**config.mk**
```make
export PLATFORM = sky130hd
export DESIGN_NAME = tick_counter
export DESIGN_NICKNAME = d
export VERILOG_FILES = /design/src/rtl/speedometer_pkg.sv /design/src/rtl/stream_out_reg.sv /design/src/rtl/tick_counter.sv
export SDC_FILE = /design/constraint.sdc
export NUM_CORES = 1
export LEC_CHECK = 0
export ABC_AREA = 1
export CAP_MARGIN = 20
export CORE_MARGIN = 10
export CORE_UTILIZATION = 49
export CTS_BUF_LIST = sky130_fd_sc_hd__clkbuf_4 sky130_fd_sc_hd__clkbuf_8 sky130_fd_sc_hd__clkbuf_16
export CTS_CLUSTER_DIAMETER = 120
export DETAILED_ROUTE_END_ITERATION = 6
export GPL_TIMING_DRIVEN = 0
export PLACE_DENSITY_LB_ADDON = 0.05
export SLEW_MARGIN = 25
export SYNTH_ARGS = -nofsm -noshare
export SYNTH_HDL_FRONTEND = slang
export SYNTH_SLANG_ARGS = --single-unit
```
**constraint.sdc**
```tcl
create_clock -name clk -period 1.6 [get_ports clk]
set_input_delay 0.32 -clock clk [delete_from_list [all_inputs] [get_ports clk]]
set_output_delay 0.32 -clock clk [all_outputs]
set_load 0.05 [all_outputs]
```
**src/rtl/speedometer_pkg.sv**
```systemverilog
// Shared constants and FSM encoding for the tick counter (speedometer) blocks.
// The WAIT_ERR state exists only when TICK_WATCHDOG_EN is defined.
package speedometer_pkg;

    localparam int unsigned DATA_W          = 16;
    localparam int unsigned DEFAULT_PERIOD  = 60;
    localparam int unsigned DEFAULT_TIMEOUT = 100000000;
    localparam int unsigned WD_W            = 32;

`ifdef TICK_WATCHDOG_EN
    typedef enum logic [1:0] {
        ST_RECV     = 2'd0,
        ST_ACCUM    = 2'd1,
        ST_SEND     = 2'd2,
        ST_WAIT_ERR = 2'd3
    } state_e;
`else
    typedef enum logic [1:0] {
        ST_RECV  = 2'd0,
        ST_ACCUM = 2'd1,
        ST_SEND  = 2'd2
    } state_e;
`endif

endpackage

```
**src/rtl/stream_out_reg.sv**
```systemverilog
// Output holding register: data and stb stay stable from load until the
// downstream ack is seen.
module stream_out_reg
    import speedometer_pkg::*;
(
    input  logic              clk,
    input  logic              rst,
    input  logic              load,
    input  logic [DATA_W-1:0] load_data,
    output logic [DATA_W-1:0] data,
    output logic              stb,
    input  logic              ack,
    output logic              done_c
);

    // load only ever arrives while stb is low, so it never races a handshake
    always_ff @(posedge clk or negedge rst) begin
        if (!rst) begin
            data <= '0;
            stb  <= 1'b0;
        end else if (load) begin
            data <= load_data;
            stb  <= 1'b1;
        end else if (stb && ack) begin
            stb  <= 1'b0;
        end
    end

    assign done_c = stb & ack;

endmodule

```
**src/rtl/tick_counter.sv**
```systemverilog
// Counts accepted ticks and reports the running total every PERIOD ticks.
// Optional watchdog on idle RECV time is enabled by defining TICK_WATCHDOG_EN.
module tick_counter
    import speedometer_pkg::*;
#(
    parameter int unsigned PERIOD  = DEFAULT_PERIOD,
    parameter int unsigned TIMEOUT = DEFAULT_TIMEOUT
) (
    input  logic              clk,
    input  logic              rst,
    input  logic [DATA_W-1:0] input_tick,
    input  logic              input_tick_stb,
    output logic              input_tick_ack,
    output logic [DATA_W-1:0] output_elapsed,
    output logic              output_elapsed_stb,
    input  logic              output_elapsed_ack,
    output logic              timeout_err
);

    localparam int unsigned CNT_W = DATA_W + 1;

    if (PERIOD == 0 || PERIOD > 65535) begin : g_bad_period
        $error("tick_counter: PERIOD must be in 1..65535");
    end
    if (TIMEOUT == 0) begin : g_bad_timeout
        $error("tick_counter: TIMEOUT must be at least 1");
    end

    state_e              state_q, state_d;
    logic [DATA_W-1:0]   total_q, total_d;
    logic [DATA_W-1:0]   period_q, period_d;
    logic                ack_q, ack_d;
    logic                load_q, load_d;
    logic [CNT_W-1:0]    period_inc_c;
    logic                xfer_c;
    logic                done_c;
    logic                unused_tick_c;
`ifdef TICK_WATCHDOG_EN
    logic                err_q, err_d;
    logic [WD_W-1:0]     wd_q, wd_d;
`endif

    assign unused_tick_c = ^input_tick;
    assign xfer_c        = input_tick_stb & ack_q;
    assign period_inc_c  = CNT_W'(period_q) + CNT_W'(1);

    // Next-state and next-output logic
    always_comb begin
        state_d  = state_q;
        total_d  = total_q;
        period_d = period_q;
        ack_d    = ack_q;
        load_d   = 1'b0;
`ifdef TICK_WATCHDOG_EN
        err_d    = err_q;
        wd_d     = wd_q;
`endif
        case (state_q)
            ST_RECV: begin
                if (xfer_c) begin
                    state_d = ST_ACCUM;
                    ack_d   = 1'b0;
`ifdef TICK_WATCHDOG_EN
                    wd_d    = '0;
`endif
                end else begin
                    ack_d   = 1'b1;
`ifdef TICK_WATCHDOG_EN
                    if (wd_q == WD_W'(TIMEOUT - 1)) begin
                        wd_d    = '0;
                        err_d   = 1'b1;
                        state_d = ST_WAIT_ERR;
                    end else begin
                        wd_d    = wd_q + WD_W'(1);
                    end
`endif
                end
            end
            ST_ACCUM: begin
                total_d = total_q + DATA_W'(1);
                if (period_inc_c == CNT_W'(PERIOD)) begin
                    period_d = '0;
                    load_d   = 1'b1;
                    state_d  = ST_SEND;
                    ack_d    = 1'b0;
                end else begin
                    period_d = period_inc_c[DATA_W-1:0];
                    state_d  = ST_RECV;
                    ack_d    = 1'b1;
                end
            end
            ST_SEND: begin
                if (done_c) begin
                    state_d = ST_RECV;
                    ack_d   = 1'b1;
                end else begin
                    ack_d   = 1'b0;
                end
            end
`ifdef TICK_WATCHDOG_EN
            ST_WAIT_ERR: begin
                ack_d = 1'b1;
                if (xfer_c) begin
                    err_d   = 1'b0;
                    wd_d    = '0;
                    state_d = ST_ACCUM;
                    ack_d   = 1'b0;
                end
            end
`endif
            default: begin
                state_d = ST_RECV;
                ack_d   = 1'b0;
            end
        endcase
    end

    // State and registered outputs
    always_ff @(posedge clk or negedge rst) begin
        if (!rst) begin
            state_q  <= ST_RECV;
            total_q  <= '0;
            period_q <= '0;
            ack_q    <= 1'b0;
            load_q   <= 1'b0;
`ifdef TICK_WATCHDOG_EN
            err_q    <= 1'b0;
            wd_q     <= '0;
`endif
        end else begin
            state_q  <= state_d;
            total_q  <= total_d;
            period_q <= period_d;
            ack_q    <= ack_d;
            load_q   <= load_d;
`ifdef TICK_WATCHDOG_EN
            err_q    <= err_d;
            wd_q     <= wd_d;
`endif
        end
    end

    // load_q fires one cycle after ACCUM, when total_q already holds the new count
    stream_out_reg u_out (
        .clk       (clk),
        .rst       (rst),
        .load      (load_q),
        .load_data (total_q),
        .data      (output_elapsed),
        .stb       (output_elapsed_stb),
        .ack       (output_elapsed_ack),
        .done_c    (done_c)
    );

    assign input_tick_ack = ack_q;

`ifdef TICK_WATCHDOG_EN
    assign timeout_err = err_q;
`else
    assign timeout_err = 1'b0;
`endif

endmodule

```
Word level (Yosys, flattened, before mapping)
Cells that the tools add are included.
W data, S select, Z words.
{"block": "totals", "reg_bits": 53, "elab_cells": 33, "inputBits": 20, "output_inout_bits": 19}
{"block": "classes", "n_reduce_logical": 4, "eq_ne": 5, "muxes": 13, "bitwise": 2, "add_sub_neg": 2}
{"operator": "$add A16 B1 Y17 const B", "n": 1}
{"operator": "$eq A17 B6 Y1 const B", "n": 1}
{"operator": "$add A16 B1 Y16 const B", "n": 1}
{"operator": "$mux W16", "n": 1}
{"operator": "$mux W1", "n": 7}
{"operator": "$mux W2", "n": 3}
{"operator": "$pmux W2 S3", "n": 1}
{"operator": "$ne A2 B2 Y1 const B", "n": 2}
{"operator": "$pmux W1 S3", "n": 1}
{"operator": "$and A1 B1 Y1", "n": 2}
{"operator": "$eq A2 B1 Y1 const B", "n": 1}
{"operator": "$eq A2 B2 Y1 const B", "n": 1}
{"operator": "$logic_not A2 Y1", "n": 1}
{"operator": "$reduce_and A2 Y1", "n": 1}
{"operator": "$reduce_bool A2 Y1", "n": 1}
{"operator": "$logic_and A1 B1 Y1", "n": 1}

Depth between registers and ports, before layout
{"block": "depth", "depth_word": 4, "mapped_depth": 12, "mapped_depth_nobuf": 12}

By module
From an unflattened synthesis, not the netlist that was laid out.
{"block": "hier_totals", "cells_unflattened": 333, "hier_area_um2": 2708.8}
{"module": "tick_counter", "n_inst": 1, "cells_per_inst": 259, "area_each_um2": 2025.7, "seq_area_each_um2": 900.9}
{"module": "stream_out_reg", "n_inst": 1, "cells_per_inst": 74, "area_each_um2": 683.2, "seq_area_each_um2": 425.4}

Least setup slack after synthesis
OpenSTA, ideal clock, no wires.
{"block": "synth_path", "kind": "register to register", "startpoint": "reg period_q[1]", "endpoint": "reg ack_q, in the netlist input_tick_ack", "synth_period_minus_slack_ns": 1.619, "t_arrival_ns": 1.491, "path_buffers": 0, "t_required_ns": 1.472, "path_stages_with_launch": 9, "setup_slack_ns": -0.019, "setup_ns": 0.128, "path_cell_list": "dfrtp_1 -> ha_1 -> nand3_2 -> xnor2_1 -> nand2_1 -> nor3_1 -> nand3_2 -> nand2_1 -> nand3_1"}
{"block": "synth_via", "elab_chain_len": 4}
{"item": "start: declaration", "line": "tick_counter.sv:31", "source": "logic [DATA_W-1:0] period_q, period_d;"}
{"item": "start signal: assignment", "line": "tick_counter.sv:133", "source": "period_q <= period_d;"}
{"item": "$add A16 B1 Y17", "line": "tick_counter.sv:45", "source": "assign period_inc_c = CNT_W'(period_q) + CNT_W'(1);"}
{"item": "$eq A17 B6 Y1", "line": "tick_counter.sv:81", "source": "if (period_inc_c == CNT_W'(PERIOD)) begin"}
{"item": "$mux W1", "line": "tick_counter.sv:81"}
{"item": "$pmux W1 S3", "line": "tick_counter.sv:58", "source": "case (state_q)"}
{"item": "net ack_d", "line": "tick_counter.sv:32", "source": "logic ack_q, ack_d;"}
{"item": "end signal: assignment", "line": "tick_counter.sv:134", "source": "ack_q <= ack_d;"}
{"item": "end: declaration", "line": "tick_counter.sv:32"}
The timed path passes the listed nets, and every way through them passes these cells.
A chain may end at the register's enable or synchronous reset.

Final worst setup path
Same ends and word-level chain as after synthesis.

==> results_dict.tcl <==
set metrics [dict create \
    synthFlopType "dfrtp_1" \
    fin_crit_sh_pct 108 \
    root_buffer "clkbuf_8" \
    die_w_um 94.2 \
    async_flop_share_pct 100 \
    core_area_um2 5200 \
    syn_nets 357 \
    synth_seq_area_share_pct 49.2 \
    routedWlPerCell_um 13.1 \
    syn_area_um2 2700 \
    rows 26 \
    grt_pass1_vias 2111 \
    worstSetupStartpointType "flip-flop" \
    synth_area_leaders "dfrtp_1, nand2_1, inv_1" \
    yosysMostFrequentCell "nand2_1" \
    synth-adder-area-share_pct 0.929 \
    synthTopCellsByCount "nand2_1, dfrtp_1, inv_1, o21ai_0, nor2_1" \
    fmax_mhz 577 \
    worst_slew_pin_slew_ns 0.653 \
    n_fill_cell 462 \
    rr_endpoint "input_tick_ack$_DFF_PN0_" \
    clock_latency_ns 0.31 \
    cts_tree "yes" \
    firstDrtPassIters 4 \
    endpoint "input_tick_ack$_DFF_PN0_" \
    ir_drop_mv 0.836 \
    synth-simple-area-share_pct 32.1 \
    yosysUniqueCellTypes 27 \
    leakagePower_nw 1.68 \
    drive_above_1_share_pct 24.4 \
    antenna_found_initial 0 \
    layout_setup_ws_ns -0.132 \
    status "finished with violations" \
    grt_pass1_wl_um 9940 \
    synth_top_area_cell "dfrtp_1" \
    synth_top_family_by_area "simple AND/OR/NAND/NOR gates" \
    synthXorXnorAreaFrac_pct 5.52 \
    drt_wl_total_um 5900 \
    relSlewSlack_pct 56.5 \
    grt_usage_pct 14.0 \
    multi_input_area_um2 1390 \
    nets 402 \
    worst-path-stages 12 \
    cp_data_required_time_ns 1.80 \
    clk_pin_slew_ns 0.10 \
    setup_viol 9 \
    finalNonFillerCells 451 \
    ys_ff_latch 53 \
    grt_setup_unrepaired "yes" \
    cp.arrival_ns 1.93 \
    grt_max_degree 54 \
    synth_edf_count 0 \
    hold_violations 0 \
    grt.overflow.total 0 \
    dpl.hpwl_um 4210 \
    cts_num_sinks 53 \
    final_util_pct 65.3 \
    path_max_fanout 6 \
    p_per_area_nw_per_um2 956 \
    ff2ff_path_depth 12 \
    syn_area_per_cell_um2 8.05 \
    antennaDiodeCount 0 \
    post-synth-top-area-fraction_pct 49.2 \
    post-place-ws_ns -0.306 \
    route.detailed.drc 0 \
    worstSetupEndpointType "flip-flop" \
    tns_ns -0.793 \
    synth_mux_area_share_pct 0 \
    ios 39 \
    r2r_setup_slack_ns -0.13 \
    synthCells 335 \
    detail_route.vias_per_cell 4.90 \
    globalplace.congestion 0.850 \
    synth_compound_area_share_pct 5.39 \
    dp_cells 426 \
    cp_slowest_stage_delay_ns 0.41 \
    cts_htree_levels 2 \
    cts_inserted_buffers 5 \
    cp-startpoint "period_q[1]$_DFFE_PN0P_" \
    dieArea_um2 8870 \
    drt-initial-drc-count 118 \
    path_cells "buf_6 > nand2_4 > nor2_4 > nand2_4 > nor2_4 > nand3_2 > nand2_2 > nand2_2 > nor2_4 > nand3_4 > nand2_2 > nand3_2" \
    whs_ns 0.0291 \
    vias 2211 \
    port-buffer-count 21 \
    clock_skew_ns 0.00567 \
    crit_slowest_cell "dfrtp_1" \
    area.sequential_um2 1330 \
    start_util_pct 51.8 \
    area_growth_syn_to_layout_pct 26.1 \
    die_y_um 94.2 \
    critPathBufInv 1 \
    cp_top_family "simple AND/OR/NAND/NOR gates" \
    crit_type "flip-flop to flip-flop" \
    clock_path_buffers 2 \
    max_cap_viol_count 0 \
    ant_nets 0 \
    period_needed_ns 1.73 \
    yosysWarnings 0 \
    hp-class "input port to async pin" \
    reg2reg_from "period_q[1]$_DFFE_PN0P_" \
    drv_slew 0 \
    violations "negative setup slack" \
]
[state kept, by name (all words and copies together) (netlist names)]
name and cells:
input_tick_ack 1, load_q 1, period_q 16, state_q 2, total_q 16, u_out.data 16
u_out.stb 1
[what timing repair did]
item,CTS,global route
cloned,0,0
endpoints found under the setup margin,32,22
setup buffers,8,9
hold buffers,0,0
pin swaps,8,13
resized for setup,36,40
[cell usage in the layout, fill, tap and decap left out, types with 2 or more instances in the layout]
master           synthesis  layout
inv_2                    4       5
clkbuf_1                 5       4
o21ai_1                  1       2
nand2_2                  4      17
dfrtp_1                 53      49
clkinv_4                 0       2
nor2_4                   6       8
clkdlybuf4s50_1          0       2
nand3_2                  2      10
inv_1                   36      35
nor2_2                   2       7
xor2_1                  15      15
clkbuf_2                 0       2
dlygate4sd2_1            0      16
nand2_1                115      99
nand3_1                 17       7
buf_4                    1      18
dfrtp_2                  0       4
nand2_4                  0       3
nor3_4                   1       3
o21ai_0                 25      24
nand3_4                  0       2
nand3b_1                 2       2
nand4_1                 11      11
o21bai_1                 2       2
clkbuf_8                 0       5
nor2_1                  21      14
[metrics by stage]
step / total power, mW / cell area (um2)
finish: 3.25 / 3400
global route: 3.46 / 3400
CTS: 3.21 / 3220
detailed placement: 2.30 / 3010
global placement: 2.29 / 3010
floorplan: 2.12 / 2710
[worst min path at each step]
stage / start / endpoint / slack (ns) / cells past startpoint
2_1_floorplan: rst / input_tick_ack$_DFF_PN0_ / 0.02 / 0
3_3_place_gp: u_out.data[9]$_DFFE_PN0P_ / u_out.data[9]$_DFFE_PN0P_ / 0.46 / 2
3_5_place_dp: rst / period_q[11]$_DFFE_PN0P_ / 0.40 / 1
4_1_cts: rst / period_q[14]$_DFFE_PN0P_ / 0.05 / 1
5_1_grt: rst / period_q[11]$_DFFE_PN0P_ / 0.07 / 1
6_report: rst / period_q[11]$_DFFE_PN0P_ / 0.03 / 1
[power by group]
part           internal, mW  leakage [nW]  switching [mW]
clock                 0.311        0.0481           0.458
combinational         0.322         0.918           0.488
sequential             1.49         0.718           0.182
[cell families after synthesis]
kind of cell             count (synthesis)
buffers and inverters                   47
flip-flops                              53
AO/OA/AOI/OAI                           28
XOR/XNOR                                17
adder cells (fa/ha/maj)                  2
other                                    1
AND/OR/NAND/NOR                        187
[area by class of cell]
cell class | count | area share (%)
multi-input cells | 235 | 40.9
flip-flops and latches | 53 | 39.2
repair buffers | 38 | 9.24
inverters | 41 | 4.64
well taps | 70 | 2.58
clock buffers | 5 | 2.03
plain buffers | 6 | 0.810
clock inverters | 3 | 0.663
[per-layer routing]
layer / global-route usage, % / part of all wire (%) / vias up
met5: 0 / 0 / -
met4: 4.18 / 0.85 / 0
met3: 3.84 / 6.7 / 7
met2: 20.2 / 42 / 43
met1: 19.7 / 50 / 1016
li1: - / - / 1145
(Power assumes the default switching activity.)
